## config.mk

```make
export PLATFORM = sky130hd
export DESIGN_NAME = pll_freq_meter
export DESIGN_NICKNAME = d
export VERILOG_FILES = /design/src/rtl/pll_freq_meter_pkg.sv /design/src/rtl/sync_rise_det.sv /design/src/rtl/pll_freq_meter.sv
export SDC_FILE = /design/constraint.sdc
export NUM_CORES = 1
export LEC_CHECK = 0
export ABC_AREA = 0
export BUFFER_PORTS_ARGS = -buffer_cell sky130_fd_sc_hd__buf_2
export CORE_ASPECT_RATIO = 0.75
export CORE_MARGIN = 2
export CORE_UTILIZATION = 65
export CTS_CLUSTER_DIAMETER = 200
export DETAILED_ROUTE_END_ITERATION = 10
export GPL_TIMING_DRIVEN = 0
export PLACE_DENSITY = 0.83
export SLEW_MARGIN = 10
export SYNTH_ARGS = -nofsm -noshare
export SYNTH_HDL_FRONTEND = slang
export SYNTH_SLANG_ARGS = --single-unit
```

## constraint.sdc

```tcl
create_clock -name clk -period 5.1 [get_ports clk]
set_input_delay 0.255 -clock clk [delete_from_list [all_inputs] [get_ports clk]]
set_output_delay 0.255 -clock clk [all_outputs]
set_load 0.01 [all_outputs]
```

## src/rtl/pll_freq_meter_pkg.sv

```systemverilog
// Shared types for the PLL frequency meter: FSM state encoding and gate counter sizing.
// No logic; imported by the meter top.
package pll_freq_meter_pkg;

  localparam int STATE_W = 2;

  typedef enum logic [STATE_W-1:0] {
    ST_IDLE  = 2'd0,
    ST_ARM   = 2'd1,
    ST_GATE  = 2'd2,
    ST_LATCH = 2'd3
  } state_e;

  // Gate counter runs 0..GATE_CYCLES-1, so clog2 of the window length suffices.
  function automatic int gate_cnt_w(input int gate_cycles);
    return (gate_cycles < 2) ? 1 : $clog2(gate_cycles);
  endfunction

endpackage

```

## src/rtl/sync_rise_det.sv

```systemverilog
// SYNC_STAGES flop synchronizer followed by a registered rising-edge detector.
// Input edge to output pulse: SYNC_STAGES+1 clk cycles; no backpressure.
module sync_rise_det #(
  parameter int SYNC_STAGES = 2
) (
  input  logic clk,
  input  logic rst_n,
  input  logic d,
  output logic pulse
);

  logic [SYNC_STAGES-1:0] sync;
  logic                   last;

  always_ff @(posedge clk or negedge rst_n) begin
    if (!rst_n) begin
      sync  <= '0;
      last  <= 1'b0;
      pulse <= 1'b0;
    end else begin
      sync  <= {sync[SYNC_STAGES-2:0], d};
      last  <= sync[SYNC_STAGES-1];
      pulse <= sync[SYNC_STAGES-1] & ~last;
    end
  end

endmodule

```

## src/rtl/pll_freq_meter.sv

```systemverilog
// Counts sig_in rising edges over a GATE_CYCLES window, one result per GATE_CYCLES+2 cycles.
// No backpressure; optional in_range flag under PLL_FREQ_METER_RANGE_CHECK_EN.
module pll_freq_meter
  import pll_freq_meter_pkg::*;
#(
  parameter int GATE_CYCLES = 27000000,
  parameter int CNT_W       = 24,
  parameter int SYNC_STAGES = 2,
  parameter int LO_LIMIT    = 0,
  parameter int HI_LIMIT    = (1 << CNT_W) - 1
) (
  input  logic             clk,
  input  logic             rst_n,
  input  logic             en,
  input  logic             sig_in,
  output logic [CNT_W-1:0] count,
  output logic             count_valid,
  output logic             overflow
`ifdef PLL_FREQ_METER_RANGE_CHECK_EN
  ,
  output logic             in_range
`endif
);

  localparam int               GW        = gate_cnt_w(GATE_CYCLES);
  localparam logic [GW-1:0]    GATE_LAST = GW'(GATE_CYCLES - 1);
  localparam logic [CNT_W-1:0] CNT_MAX   = '1;

  state_e           state;
  logic [GW-1:0]    gate_cnt;
  logic [CNT_W-1:0] edge_cnt;
  logic             win_ovf;
  logic             edge_pulse;
  logic             edge_sat;
  logic [CNT_W-1:0] next_cnt;
  logic             next_ovf;

  sync_rise_det #(
    .SYNC_STAGES (SYNC_STAGES)
  ) u_sync_rise_det (
    .clk   (clk),
    .rst_n (rst_n),
    .d     (sig_in),
    .pulse (edge_pulse)
  );

  // Counter value including this cycle's edge, so the final gate cycle is not lost.
  assign edge_sat = (edge_cnt == CNT_MAX);
  assign next_cnt = (edge_pulse && !edge_sat) ? edge_cnt + CNT_W'(1) : edge_cnt;
  assign next_ovf = win_ovf | (edge_pulse & edge_sat);

`ifdef PLL_FREQ_METER_RANGE_CHECK_EN
  logic range_ok;
  assign range_ok = (int'(next_cnt) >= LO_LIMIT) && (int'(next_cnt) <= HI_LIMIT) && !next_ovf;
`endif

  always_ff @(posedge clk or negedge rst_n) begin
    if (!rst_n) begin
      state       <= ST_IDLE;
      gate_cnt    <= '0;
      edge_cnt    <= '0;
      win_ovf     <= 1'b0;
      count       <= '0;
      count_valid <= 1'b0;
      overflow    <= 1'b0;
`ifdef PLL_FREQ_METER_RANGE_CHECK_EN
      in_range    <= 1'b0;
`endif
    end else begin
      count_valid <= 1'b0;
      case (state)
        ST_IDLE: begin
          if (en) state <= ST_ARM;
        end
        ST_ARM: begin
          gate_cnt <= '0;
          edge_cnt <= '0;
          win_ovf  <= 1'b0;
          state    <= en ? ST_GATE : ST_IDLE;
        end
        ST_GATE: begin
          // Dropping en aborts the window even on its last cycle; results hold.
          if (!en) begin
            state <= ST_IDLE;
          end else begin
            edge_cnt <= next_cnt;
            win_ovf  <= next_ovf;
            if (gate_cnt == GATE_LAST) begin
              state       <= ST_LATCH;
              count       <= next_cnt;
              overflow    <= next_ovf;
              count_valid <= 1'b1;
`ifdef PLL_FREQ_METER_RANGE_CHECK_EN
              in_range    <= range_ok;
`endif
            end else begin
              gate_cnt <= gate_cnt + GW'(1);
            end
          end
        end
        ST_LATCH: begin
          state <= en ? ST_ARM : ST_IDLE;
        end
        default: state <= ST_IDLE;
      endcase
    end
  end

endmodule

```

---- Word level (Yosys, flattened, before mapping) ----
Index checks and enable logic that the tools add are counted.
word-level totals
  flip-flop bits (word level) ............. 82
  bits of input ports ..................... 4
  output and inout port bits .............. 26
cells by class
  $add $sub $neg .......................... 2
  eq/ne operators ......................... 9
  muxes and demuxes ....................... 17
  bitwise operators ....................... 4
  reductions and logical operators ........ 8
operators by type and width
  cell                                                                    count
  25-bit 2-to-1 mux                                                       2
  25-bit one-hot mux with 2 select lines                                  1
  24-bit 2-to-1 mux                                                       2
  24-bit one-hot mux with 2 select lines                                  1
  25-bit by 1-bit adder with 25-bit output (second input constant)        1
  25-bit equality test (second input constant)                            1
  24-bit by 1-bit adder with 24-bit output (second input constant)        1
  24-bit equality test (second input constant)                            1
  2-bit 2-to-1 mux                                                        4
  2-bit one-hot mux with 4 select lines                                   1
  2-bit != test (second input constant)                                   3
  3-bit AND reduction                                                     2
  1-bit 2-to-1 mux                                                        5
  2-bit equality test (second input constant)                             2
  2-bit AND reduction                                                     2
  3-bit != test (second input constant)                                   1
  1-bit AND                                                               2
  2-bit by 1-bit equality test with 1-bit output (second input constant)  1
  2-bit logical NOT                                                       1
  1-bit one-hot mux with 2 select lines                                   1
  2-bit nonzero test                                                      1
  1-bit logical AND                                                       1
  1-bit logical NOT                                                       1
  1-bit inverter                                                          1
  1-bit bitwise OR                                                        1

---- Longest topological paths before layout ----
Gate-level depths: netlist (run 1).
  depth after elaboration ................. 6
  mapped depth ............................ 9

---- By module ----
Synthesis (run 1) repeated with hierarchy kept, for this count alone.
unflattened totals
  cells, all modules ...................... 484
  area total of the unflattened synthesis .. 4508.1 um^2
by module, submodules not included
  module          times used  cells each  area each (um^2)  sequential area each (um^2)
  pll_freq_meter  1           479         4394.2            1951.9
  sync_rise_det   1           5           113.9             100.1

---- Worst setup path before layout (run 1) ----
Ideal clock, no wire load.
  kind .................................... flip-flop to flip-flop
  from .................................... register edge_cnt[0]
  to ...................................... register edge_cnt[8]
  arrival time ............................ 1.800 ns
  data required time ...................... 4.979 ns
  slack ................................... 3.179 ns
  cell stages (with the launch flop) ...... 8
  buffers on the path ..................... 1
  cells stage by stage .................... dfrtp_1 ha_1 and4_1 and3_1 buf_2 a21boi_0 o21ai_0 a22o_1
on the way
  longest elaborated chain between the ends .. 6
RTL lines
  what                                                                              RTL line              source
  start: declaration                                                                pll_freq_meter.sv:31  logic [CNT_W-1:0] edge_cnt;
  start signal: assignment                                                          pll_freq_meter.sv:86  edge_cnt <= next_cnt;
  branches (longest 3 deep; another with 24-bit by 1-bit adder with 24-bit output)  -
  24-bit 2-to-1 mux *                                                               pll_freq_meter.sv:49  assign next_cnt = (edge_pulse && !edge_sat) ? edge_cnt + CNT_W'(1) : edge_cnt;
  24-bit 2-to-1 mux *                                                               pll_freq_meter.sv:83  if (!en) begin
  24-bit one-hot mux with 2 select lines *                                          pll_freq_meter.sv:71  case (state)
Mark *: on every way between the ends. The select of a mux whose other input is x is not followed.
A chain may end at the register's enable or synchronous reset.

---- Worst setup path in the final report (run 1) ----
  from .................................... register gate_cnt[0]
  to ...................................... register count[1]
on the way
  longest elaborated chain between the ends .. 2
RTL lines
  what                                  RTL line              source
  start: declaration                    pll_freq_meter.sv:30  logic [GW-1:0] gate_cnt;
  start signal: assignment              pll_freq_meter.sv:97  gate_cnt <= gate_cnt + GW'(1);
  25-bit equality test                  pll_freq_meter.sv:88  if (gate_cnt == GATE_LAST) begin
  3-bit AND reduction (no source line)  -
  end signal: assignment                pll_freq_meter.sv:90  count <= next_cnt;
  end: declaration                      pll_freq_meter.sv:16  output logic [CNT_W-1:0] count,
Every way passes these cells.

==> flow_summary.yaml, run 1 <==
setup_path:
  worstPathRequired_ns: 5.33
  cp_num_buf_inv: 1
  crit_end: "count[1]$_DFFE_PN0P_"
  reg2reg_slack_ns: 2.72
  arrival_ns: 2.60
  worstReg2RegEnd: "count[1]$_DFFE_PN0P_"
  crit_chain: "ha_1 > and2_1 > nand4_1 > nor3_4 > buf_2 > a21oi_1"
  crit_family: "simple AND/OR/NAND/NOR gates"
  cpMaxStageDelayCell: "nor3_4"
  path_class: "flop to flop"
  cp.depth: 6
  r2r-start: "gate_cnt[0]$_DFFE_PN0P_"
  crit_start: "gate_cnt[0]$_DFFE_PN0P_"
  crit_fanout: 10
  worst_r2r_path_depth: 6
  critical_path.max_stage_delay_ns: 0.51
  critPathCaptureType: "flop"
  critPathLaunchType: "flop"
layout:
  final_cell_mix: "dfrtp_1 (82), nor2_1 (45), buf_2 (35), nand2_1 (35), o21ai_0 (27)"
  final_util_pct: 73.8
  drive_gt1_share_pct: 13.1
  num_antenna_cells: 0
  nNetsFinal: 526
  area_growth_pct: 11.3
  layout_commonest_cell: "dfrtp_1"
global_routing:
  overflow: 0
  antenna_found_initial: 0
  grt_pass1_wl_mm: 17.9
  grt_max_degree: 43
  grt_usage_pct: 30.8
  grt_pass1_vias: 3454
synthesis:
  synth_top_area_cell: "dfrtp_1"
  synth_fp_nets: 483
  async_reset_ff_share_pct: 100
  ys_seq_area_share_pct: 46.0
  avgSynthCellArea_um2: 9.36
  synthCells: 477
  ys_seq_elements: 82
  yosysWarningCount: 0
  synth_cell_type_count: 59
  syn_area_mm2: 0.00446
  synth_edf_count: 0
  synth_area_leaders: "dfrtp_1 (46%), nor2_1 (3.8%), o21ai_0 (3.0%), nand2_1 (2.9%), xnor2_1 (2.9%)"
  synthFlopType: "dfrtp_1"
  synth_top_area_share_pct: 46.0
sta:
  fin_setup_tns_ns: 0
  timing.slew.headroom_pct: 43.8
  fin_crit_sh_pct: 46.7
  rsz0062_at_grt: "false"
  hold_slack_ns: 0.175
  maxSlewViolCount: 0
  layout_setup_ws_ns: 2.72
  setup_viol: 0
  hold_violations: 0
  skew_ns: 0.00700
  fmax_mhz: 420
  min_period_ns: 2.38
  worst_pin_slew_ns: 0.839
clock_tree:
  cts.path.max_buffers: 2
  clk_latency_ns: 0.35
  cts_tree: "yes"
  clkSinkCount: 82
  clockRootBuffer: "clkbuf_8"
  cts_max_level: 3
  cts_buffers: 9
  cts.reportedPaths.clkPinSlew_ns: 0.09
route:
  routed_via_density: 6.57
  drtIter0Drc: 346
  routed_wl_mm: 11.2
  postRouteAntennaNets: 0
  post_drt_wl_per_cell_um: 18.4
  vias: 4004
  drcViolationCount: 0
  first_pass_iters: 6
placed_design:
  preCtsSetupSlack_ns: 2.79
  portBuffers: 29
  dp_hpwl_mm: 7.98
  place.gp.congestion: 0.912
floorplanning:
  rows: 26
  die_w_um: 99.7
  dieHeight_um: 75.8
  start_util_pct: 66.3
  core_mm2: 0.00673
  die_area_mm2: 0.00755
  io_pins: 30
pwr:
  p_per_area_mw_per_mm2: 250
  p_leak_nw: 2.19
  vdd_drop_max_v: 0.000163
  p_total_mw: 1.24
run_status:
  status: "finished, final reports clean"
min_path:
  hold_class: "input port to flop"
flow_run:
  drv_cap: 0
kinds of logic (layout without fill, tap and decap cells):
kind of cell / count (synthesis) / in the layout / synth area share, %
AND/OR/NAND/NOR: 216 / 216 / 26.8
AO/OA/AOI/OAI: 116 / 116 / 17.3
flip-flops: 82 / 82 / 46.0
buffers and inverters: 36 / 84 / 4.26
XOR/XNOR: 20 / 20 / 3.92
multiplexers: 5 / 5 / 1.12
adder cells (fa/ha/maj): 2 / 2 / 0.560
synth_stat cells, drive strengths merged (7+ instances only):
master	count
nand2	35
or4	11
o21ai	29
or3	13
buf	14
and4	10
nor2	45
o211ai	10
nand3	25
nor4	8
a21oi	25
dfrtp	82
and2	9
a31oi	21
xnor2	15
nand4	17
and3	16
inv	7
nor3	11
clkbuf	15
registers in the layout, summed over array words and instances (netlist names):
name and cells:
u_sync_rise_det.last 1, count_valid 1, overflow 1, count 24
u_sync_rise_det.pulse 1, gate_cnt 25, u_sync_rise_det.sync 2, edge_cnt 24
win_ovf 1, state 2
area by class of cell:
cell class	instances	area (um2)
multi-input combinational	359	2220
tap	84	105
buffer	29	164
fill	509	1770
sequential	82	2050
clock buffer	11	151
clock inverter	5	60.1
inverter	7	26.3
timing repair buffer	32	188
repair_timing:
| action | 4_1_cts | 5_1_grt |
|---|---|---|
| setup buffers | 0 | 0 |
| gates resized for setup | 0 | 0 |
| hold buffers | 2 | 0 |
| hold endpoints to repair | 41 | 0 |
power breakdown:
part	total (mW)	switching (mW)	internal [mW]
sequential	0.663	0.00710	0.656
combinational	0.0802	0.0605	0.0197
clock	0.499	0.244	0.255
total	1.24	0.312	0.930
stage by stage:
stage / instances / instance area [um2]
finish: 609 / 4970
global route: 609 / 4970
CTS: 609 / 4970
detailed placement: 591 / 4740
global placement: 590 / 4710
floorplan: 477 / 4460
how the worst min path moves through the flow:
stage	start	to	slack (ns)	cells after the start
after floorplan	rst_n	count[0]$_DFFE_PN0P_	-0.04	0
after global placement	u_sync_rise_det.sync[0]$_DFF_PN0_	u_sync_rise_det.sync[1]$_DFF_PN0_	0.34	0
after CTS	en	state[1]$_DFFE_PN0P_	0.16	2
final	en	state[1]$_DFFE_PN0P_	0.18	2
after global routing	en	state[1]$_DFFE_PN0P_	0.17	2
after detailed placement	rst_n	gate_cnt[23]$_DFFE_PN0P_	0.27	1
worst register-to-register path, cell delays in order (launching register included):
cell and delay (ns):
dfrtp_1 0.41, ha_1 0.22, and2_1 0.26, nand4_1 0.39, nor3_4 0.51, buf_2 0.35, a21oi_1 0.11
layer usage:
layer | share of wire (%) | up-vias | routed length, um | GRT usage, %
met1 | 47 | 1883 | 5290 | 48.3
met3 | 11 | 16 | 1230 | 9.27
li1 | - | 1876 | - | -
met5 | 0 | - | 0 | 0
met4 | 1.4 | 0 | 152 | 8.37
met2 | 40 | 229 | 4520 | 41.1
(Power assumes the default switching activity.)
==> run 2, diff against run 1 <==
Settings changed: CORE_UTILIZATION 65 to 55, PLACE_DENSITY 0.83 to 0.74.
Clock period 5.1 ns to 2 ns, I/O delays scaled along.
==> run 2 against run 1 <==
- the run now ends with negative setup slack left
- cell area rose by 11%
- register-to-register slack got worse by 2.8 ns
- highest routed layer unchanged
- worst setup slack got worse by 2.8 ns
- maximum frequency rose by 14%
- non-clock buffer count rose by 35
- via count rose by 4.9%
- sequential power rose to 2.5 times the previous value
==> flow_summary.yaml, run 2 (synthesized netlist as in run 1, its figures left out) <==
route:
  post_drt_wl_per_cell_um: 18.6
  vias: 4201
  drcViolationCount: 0
  routed_via_density: 6.32
  first_pass_iters: 5
  drtIter0Drc: 385
  postRouteAntennaNets: 0
  routed_wl_mm: 12.4
global_routing:
  grt_max_degree: 46
  grt_pass1_wl_mm: 19.3
  overflow: 0
  grtUsageMet1_pct: 43.4
  grt_usage_pct: 28.9
  use_met3_pct: 8.81
  grt_pass1_vias: 3704
  met2_usage_pct: 39.2
  antenna_found_initial: 0
  grt-busiest-layer: "met1"
sta:
  layout_setup_ws_ns: -0.0870
  min_period_ns: 2.09
  hold_violations: 0
  timing.slew.headroom_pct: 41.3
  fin_crit_sh_pct: 104
  worst_pin_slew_ns: 0.878
  skew_ns: 0.0129
  setup_viol: 21
  hold_slack_ns: 0.234
  fmax_mhz: 479
  maxSlewViolCount: 0
  rsz0062_at_grt: "true"
layout:
  layout_commonest_cell: "dfrtp_1"
  area_growth_pct: 23.0
  final_cell_mix: "dfrtp_1 (75), nor2_1 (43), nand2_1 (34), buf_2 (33), buf_4 (31)"
  num_antenna_cells: 0
  largestRegisters: "gate_cnt (25), count (24), edge_cnt (24)"
  nNetsFinal: 561
  largest_reg_flops: 25
  finalInstanceArea_mm2: 0.00549
  drive_gt1_share_pct: 24.3
  largest_register: "gate_cnt"
setup_path:
  cp_num_buf_inv: 2
  critPathCaptureType: "flop"
  cpMaxStageDelayCell: "or4_4"
  crit_fanout: 9
  crit_family: "simple AND/OR/NAND/NOR gates"
  worstPathRequired_ns: 2.28
  crit_chain: "or3b_4 > or4_4 > nor3_4 > buf_12 > clkbuf_16 > nor2_1 > a31oi_1"
  arrival_ns: 2.37
  critPathLaunchType: "flop"
  path_class: "flop to flop"
  critical_path.max_stage_delay_ns: 0.48
clock_tree:
  clkSinkCount: 82
  cts.path.max_buffers: 2
  clockRootBuffer: "clkbuf_8"
  clk_latency_ns: 0.37
  cts.reportedPaths.clkPinSlew_ns: 0.08
  cts_tree: "yes"
  cts_max_level: 3
  cts_buffers: 9
placed_design:
  dp_hpwl_mm: 8.18
  place_area_mm2: 0.00477
  place.gp.congestion: 0.945
  portBuffers: 29
pwr:
  p_leak_nw: 2.42
  p_per_area_mw_per_mm2: 575
  vdd_drop_max_v: 0.000553
floorplanning:
  core_mm2: 0.00788
  die_w_um: 108
  start_util_pct: 56.6
  rows: 28
  io_pins: 30
  dieHeight_um: 82.0
  die_area_mm2: 0.00886
run_status:
  violations: "negative setup slack"
  status: "finished, violations left"
flow_run:
  drv_cap: 0
min_path:
  hold_class: "input port to asynchronous set/reset pin"
-- run 2: changes by cell type in the layout (fill, tap and decap cells not counted), sizes merged --
| cell | delta |
|---|---|
| inv | -1 |
| clkinv | -1 |
| clkbuf | +2 |
| clkinvlp | -1 |
| dlygate4sd3 | +1 |
| buf | +35 |
-- run 2: final timing paths --
| kind | slack [ns] | from | cells after the start | endpoint |
|---|---|---|---|---|
| min reg2reg | 0.35 | u_sync_rise_det.sync[0]$_DFF_PN0_ | 0 | u_sync_rise_det.sync[1]$_DFF_PN0_ |
| max reg2reg | -0.09 | gate_cnt[21]$_DFFE_PN0P_ | 7 | count[13]$_DFFE_PN0P_ |
| max in group asynchronous | 1.15 | rst_n | 3 | edge_cnt[12]$_DFFE_PN0P_ |
| min | 0.23 | rst_n | 2 | gate_cnt[21]$_DFFE_PN0P_ |
| min in group clk | 0.35 | u_sync_rise_det.sync[0]$_DFF_PN0_ | 0 | u_sync_rise_det.sync[1]$_DFF_PN0_ |
| max | -0.09 | gate_cnt[21]$_DFFE_PN0P_ | 7 | count[13]$_DFFE_PN0P_ |
-- run 2: power by group --
part / leakage (nW) / internal (mW) / switching (mW) / total (mW)
clock: 0.101 / 0.645 / 0.581 / 1.23
combinational: 1.20 / 0.0757 / 0.168 / 0.243
sequential: 1.12 / 1.67 / 0.0164 / 1.69
-- run 2: area by class of cell --
type                            instances  area (um2)
Inverter                                7        26.3
Tap cell                              105         131
Sequential cell                        82        2060
Fill cell                             632        2390
Multi-Input combinational cell        359        2330
Clock inverter                          2        35.0
Timing Repair Buffer                   70         543
Clock buffer                           14         163
Buffer                                 26         201
-- run 2: timing repair --
action | in CTS | in global routing
endpoints found under the hold margin | 39 | 0
resized for setup | 21 | 45
pin swaps | 8 | 12
hold buffers | 3 | 0
setup endpoints to repair | 62 | 61
setup buffers | 14 | 19
gates cloned | 0 | 4
-- run 2: per-stage QoR --
step                total power, mW  setup slack [ns]  TNS [ns]  utilization (%)  instances
global route                   3.27            -0.170     -3.07             69.7        665
floorplan                      1.83            0.0786         0                -        477
global placement               1.91            -0.253     -7.34             60.1        611
finish                         3.16           -0.0870    -0.779             69.7        665
CTS                            3.14           -0.0542    -0.364             65.5        642
detailed placement             1.92            -0.276     -9.00             60.5        612
-- run 2: routing by layer --
layer / wire length [um] / vias to the layer above / part of all wire, %
met4: 180 / 0 / 1.5
met5: 0 / - / 0
met3: 1120 / 19 / 9.0
li1: - / 1945 / -
met1: 5760 / 2038 / 47
met2: 5310 / 199 / 43
==> run 3, diff against run 2 <==
Settings changed: ABC_AREA 0 to 1.
Clock period 2 ns to 1.84 ns, I/O delays scaled along.
==> run 3 against run 2 <==
- the run now ends clean
- global-route usage grew 0.43 points
- sequential power increased by 9%
- via count is 14% higher
- clock power is 59% higher
- highest routed layer unchanged
- largest power group is now clock
- wire length rose by 13%
- worst hold slack lost 0.14 ns
- cell count grew 34%
- sequential share of layout area is 2.5 points lower
- total power increased by 32%
- register-to-register slack gained 0.13 ns
- critical path depth is 5 higher
==> flow_summary.yaml, run 3 <==
run_status:
  status: "finished, final reports clean"
layout:
  num_antenna_cells: 0
  finalInstanceArea_mm2: 0.00591
  fin_cells: 888
  drive_gt1_share_pct: 19.5
  largest_reg_flops: 25
  largest_register: "gate_cnt"
  nFillCells: 706
  final_util_pct: 69.6
  largestRegisters: "gate_cnt (25), count (24), edge_cnt (24)"
  final_cell_mix: "nand2_1 (345), nor2_1 (75), dfrtp_1 (68), nand3_1 (39), inv_1 (38)"
  layout_commonest_cell: "nand2_1"
  nNetsFinal: 781
  area_growth_pct: 22.5
  regArea_mm2: 0.00207
  multi_input_area_mm2: 0.00267
synthesis:
  avgSynthCellArea_um2: 6.80
  async_reset_ff_share_pct: 100
  ys_seq_area_share_pct: 42.5
  synth_most_common_cell: "nand2_1"
  synth_fp_nets: 716
  synth-simple-area-share_pct: 43.6
  synth_top_family_by_area: "simple AND/OR/NAND/NOR gates"
  synth_top_area_share_pct: 42.5
  synth_area_leaders: "dfrtp_1 (42%), nand2_1 (28%), nor2_1 (6.8%), nand3_1 (4.1%), inv_1 (3.0%)"
  synthXorXnorAreaFrac_pct: 4.72
  syn_area_mm2: 0.00483
  yosysWarningCount: 0
  synthCells: 710
  synth_common_cells: "nand2_1 (355), nor2_1 (87), dfrtp_1 (82), nand3_1 (40), inv_1 (39)"
  synth_compound_area_share_pct: 2.90
  synth-adder-area-share_pct: 0.518
  synth_top_area_cell: "dfrtp_1"
  ys_seq_elements: 82
  synthFlopType: "dfrtp_1"
  synth_cell_type_count: 33
  synthMuxAreaShare_pct: 0
  synth_edf_count: 0
floorplanning:
  die_area_mm2: 0.00955
  dieHeight_um: 85.1
  die_w_um: 112
  io_pins: 30
  start_util_pct: 56.9
  rows: 29
  core_mm2: 0.00849
route:
  routed_via_density: 5.39
  routed_wl_mm: 14.0
  post_drt_wl_per_cell_um: 15.7
  postRouteAntennaNets: 0
  vias: 4787
  drtIter0Drc: 543
  first_pass_iters: 5
  drcViolationCount: 0
sta:
  min_period_ns: 1.80
  maxSlewViolCount: 0
  fmax_mhz: 556
  fin_setup_tns_ns: 0
  worst_pin_slew_ns: 0.632
  setup_viol: 0
  timing.slew.headroom_pct: 57.8
  skew_ns: 0.0109
  fin_crit_sh_pct: 97.8
  hold_violations: 0
  layout_setup_ws_ns: 0.0403
  hold_slack_ns: 0.0962
clock_tree:
  cts_max_level: 3
  cts.reportedPaths.clkPinSlew_ns: 0.07
  cts_tree: "yes"
  clk_latency_ns: 0.34
  clockRootBuffer: "clkbuf_16"
  cts.path.max_buffers: 2
  clkSinkCount: 82
  cts_buffers: 9
global_routing:
  antenna_found_initial: 0
  grt_max_degree: 61
  grt_pass1_wl_mm: 21.8
  overflow: 0
  grt_usage_pct: 29.3
  grt_pass1_vias: 4177
setup_path:
  critPathLaunchType: "flop"
  path_class: "flop to flop"
  worst_r2r_path_depth: 12
  critPathCaptureType: "flop"
  crit_fanout: 6
  arrival_ns: 2.07
  worstPathRequired_ns: 2.11
placed_design:
  dp_hpwl_mm: 9.51
  portBuffers: 29
  preCtsSetupSlack_ns: -0.313
  place.gp.congestion: 0.943
  dp_cells: 848
  place_area_mm2: 0.00514
min_path:
  holdPathStages: 3
  hold_class: "input port to flop"
pwr:
  p_total_mw: 4.17
  p_per_area_mw_per_mm2: 705
  p_leak_nw: 2.90
  vdd_drop_max_v: 0.000991
flow_run:
  drv_cap: 0
-- run 3: logic make-up (layout without fill, tap and decap cells) --
family	after synthesis	count (layout)
AO/OA/AOI/OAI	22	22
adder cells (fa/ha/maj)	2	2
flip-flops	82	82
AND/OR/NAND/NOR	516	516
XOR/XNOR	26	26
buffers and inverters	62	132
-- run 3: path summary, 6_finish.rpt --
check	startpoint	to	slack, ns
worst max-delay path	edge_cnt[1]$_DFFE_PN0P_	count[8]$_DFFE_PN0P_	0.04
worst min-delay path	en	state[0]$_DFFE_PN0P_	0.1
worst max register to register	edge_cnt[1]$_DFFE_PN0P_	count[8]$_DFFE_PN0P_	0.04
worst min register to register	u_sync_rise_det.sync[0]$_DFF_PN0_	u_sync_rise_det.sync[1]$_DFF_PN0_	0.35
max in group asynchronous	rst_n	edge_cnt[18]$_DFFE_PN0P_	1.01
min in group asynchronous	rst_n	gate_cnt[12]$_DFFE_PN0P_	0.20
-- run 3: cell type report --
| class | count | share of cell area, % |
|---|---|---|
| buffer | 20 | 2.67 |
| clock buffer | 10 | 3.87 |
| clock inverter | 6 | 1.54 |
| inverter | 42 | 2.67 |
| multi-input combinational | 566 | 45.1 |
| sequential | 82 | 35.0 |
| tap | 108 | 2.29 |
| timing repair buffer | 54 | 6.90 |
-- run 3: timing repair --
item / CTS / global route
hold buffers: 2 / 0
pin swaps: 3 / 12
buffers inserted: 5 / 15
hold endpoints to repair: 23 / 0
gates resized for setup: 17 / 55
setup endpoints to repair: 68 / 75
cloned: 0 / 2
-- run 3: report_power, final --
group          internal [mW]  switching, mW  leakage, nW  total, mW
combinational          0.122          0.245         1.63      0.368
clock                   1.19          0.752        0.157       1.95
sequential              1.82         0.0282         1.11       1.85
total                   3.14           1.03         2.90       4.17
-- run 3: critical path, stage by stage, from the launching register on --
cell and delay [ns]:
dfrtp_2 0.45, ha_4 0.18, nand2_4 0.06, nor2_4 0.14
nand2_4 0.10, nor2_8 0.13, nand2_4 0.09, nand2_8 0.11
clkbuf_16 0.15, nand2_1 0.04, nand2_1 0.12, nand2_1 0.08
nand2_1 0.07
-- run 3: layer usage --
| layer | GRT usage, % | share of wire (%) | up-vias |
|---|---|---|---|
| li1 | - | - | 2329 |
| met1 | 49.2 | 49 | 2224 |
| met2 | 38.0 | 40 | 223 |
| met3 | 6.50 | 10 | 11 |
| met4 | 5.76 | 0.77 | 0 |
| met5 | 0 | 0 | - |
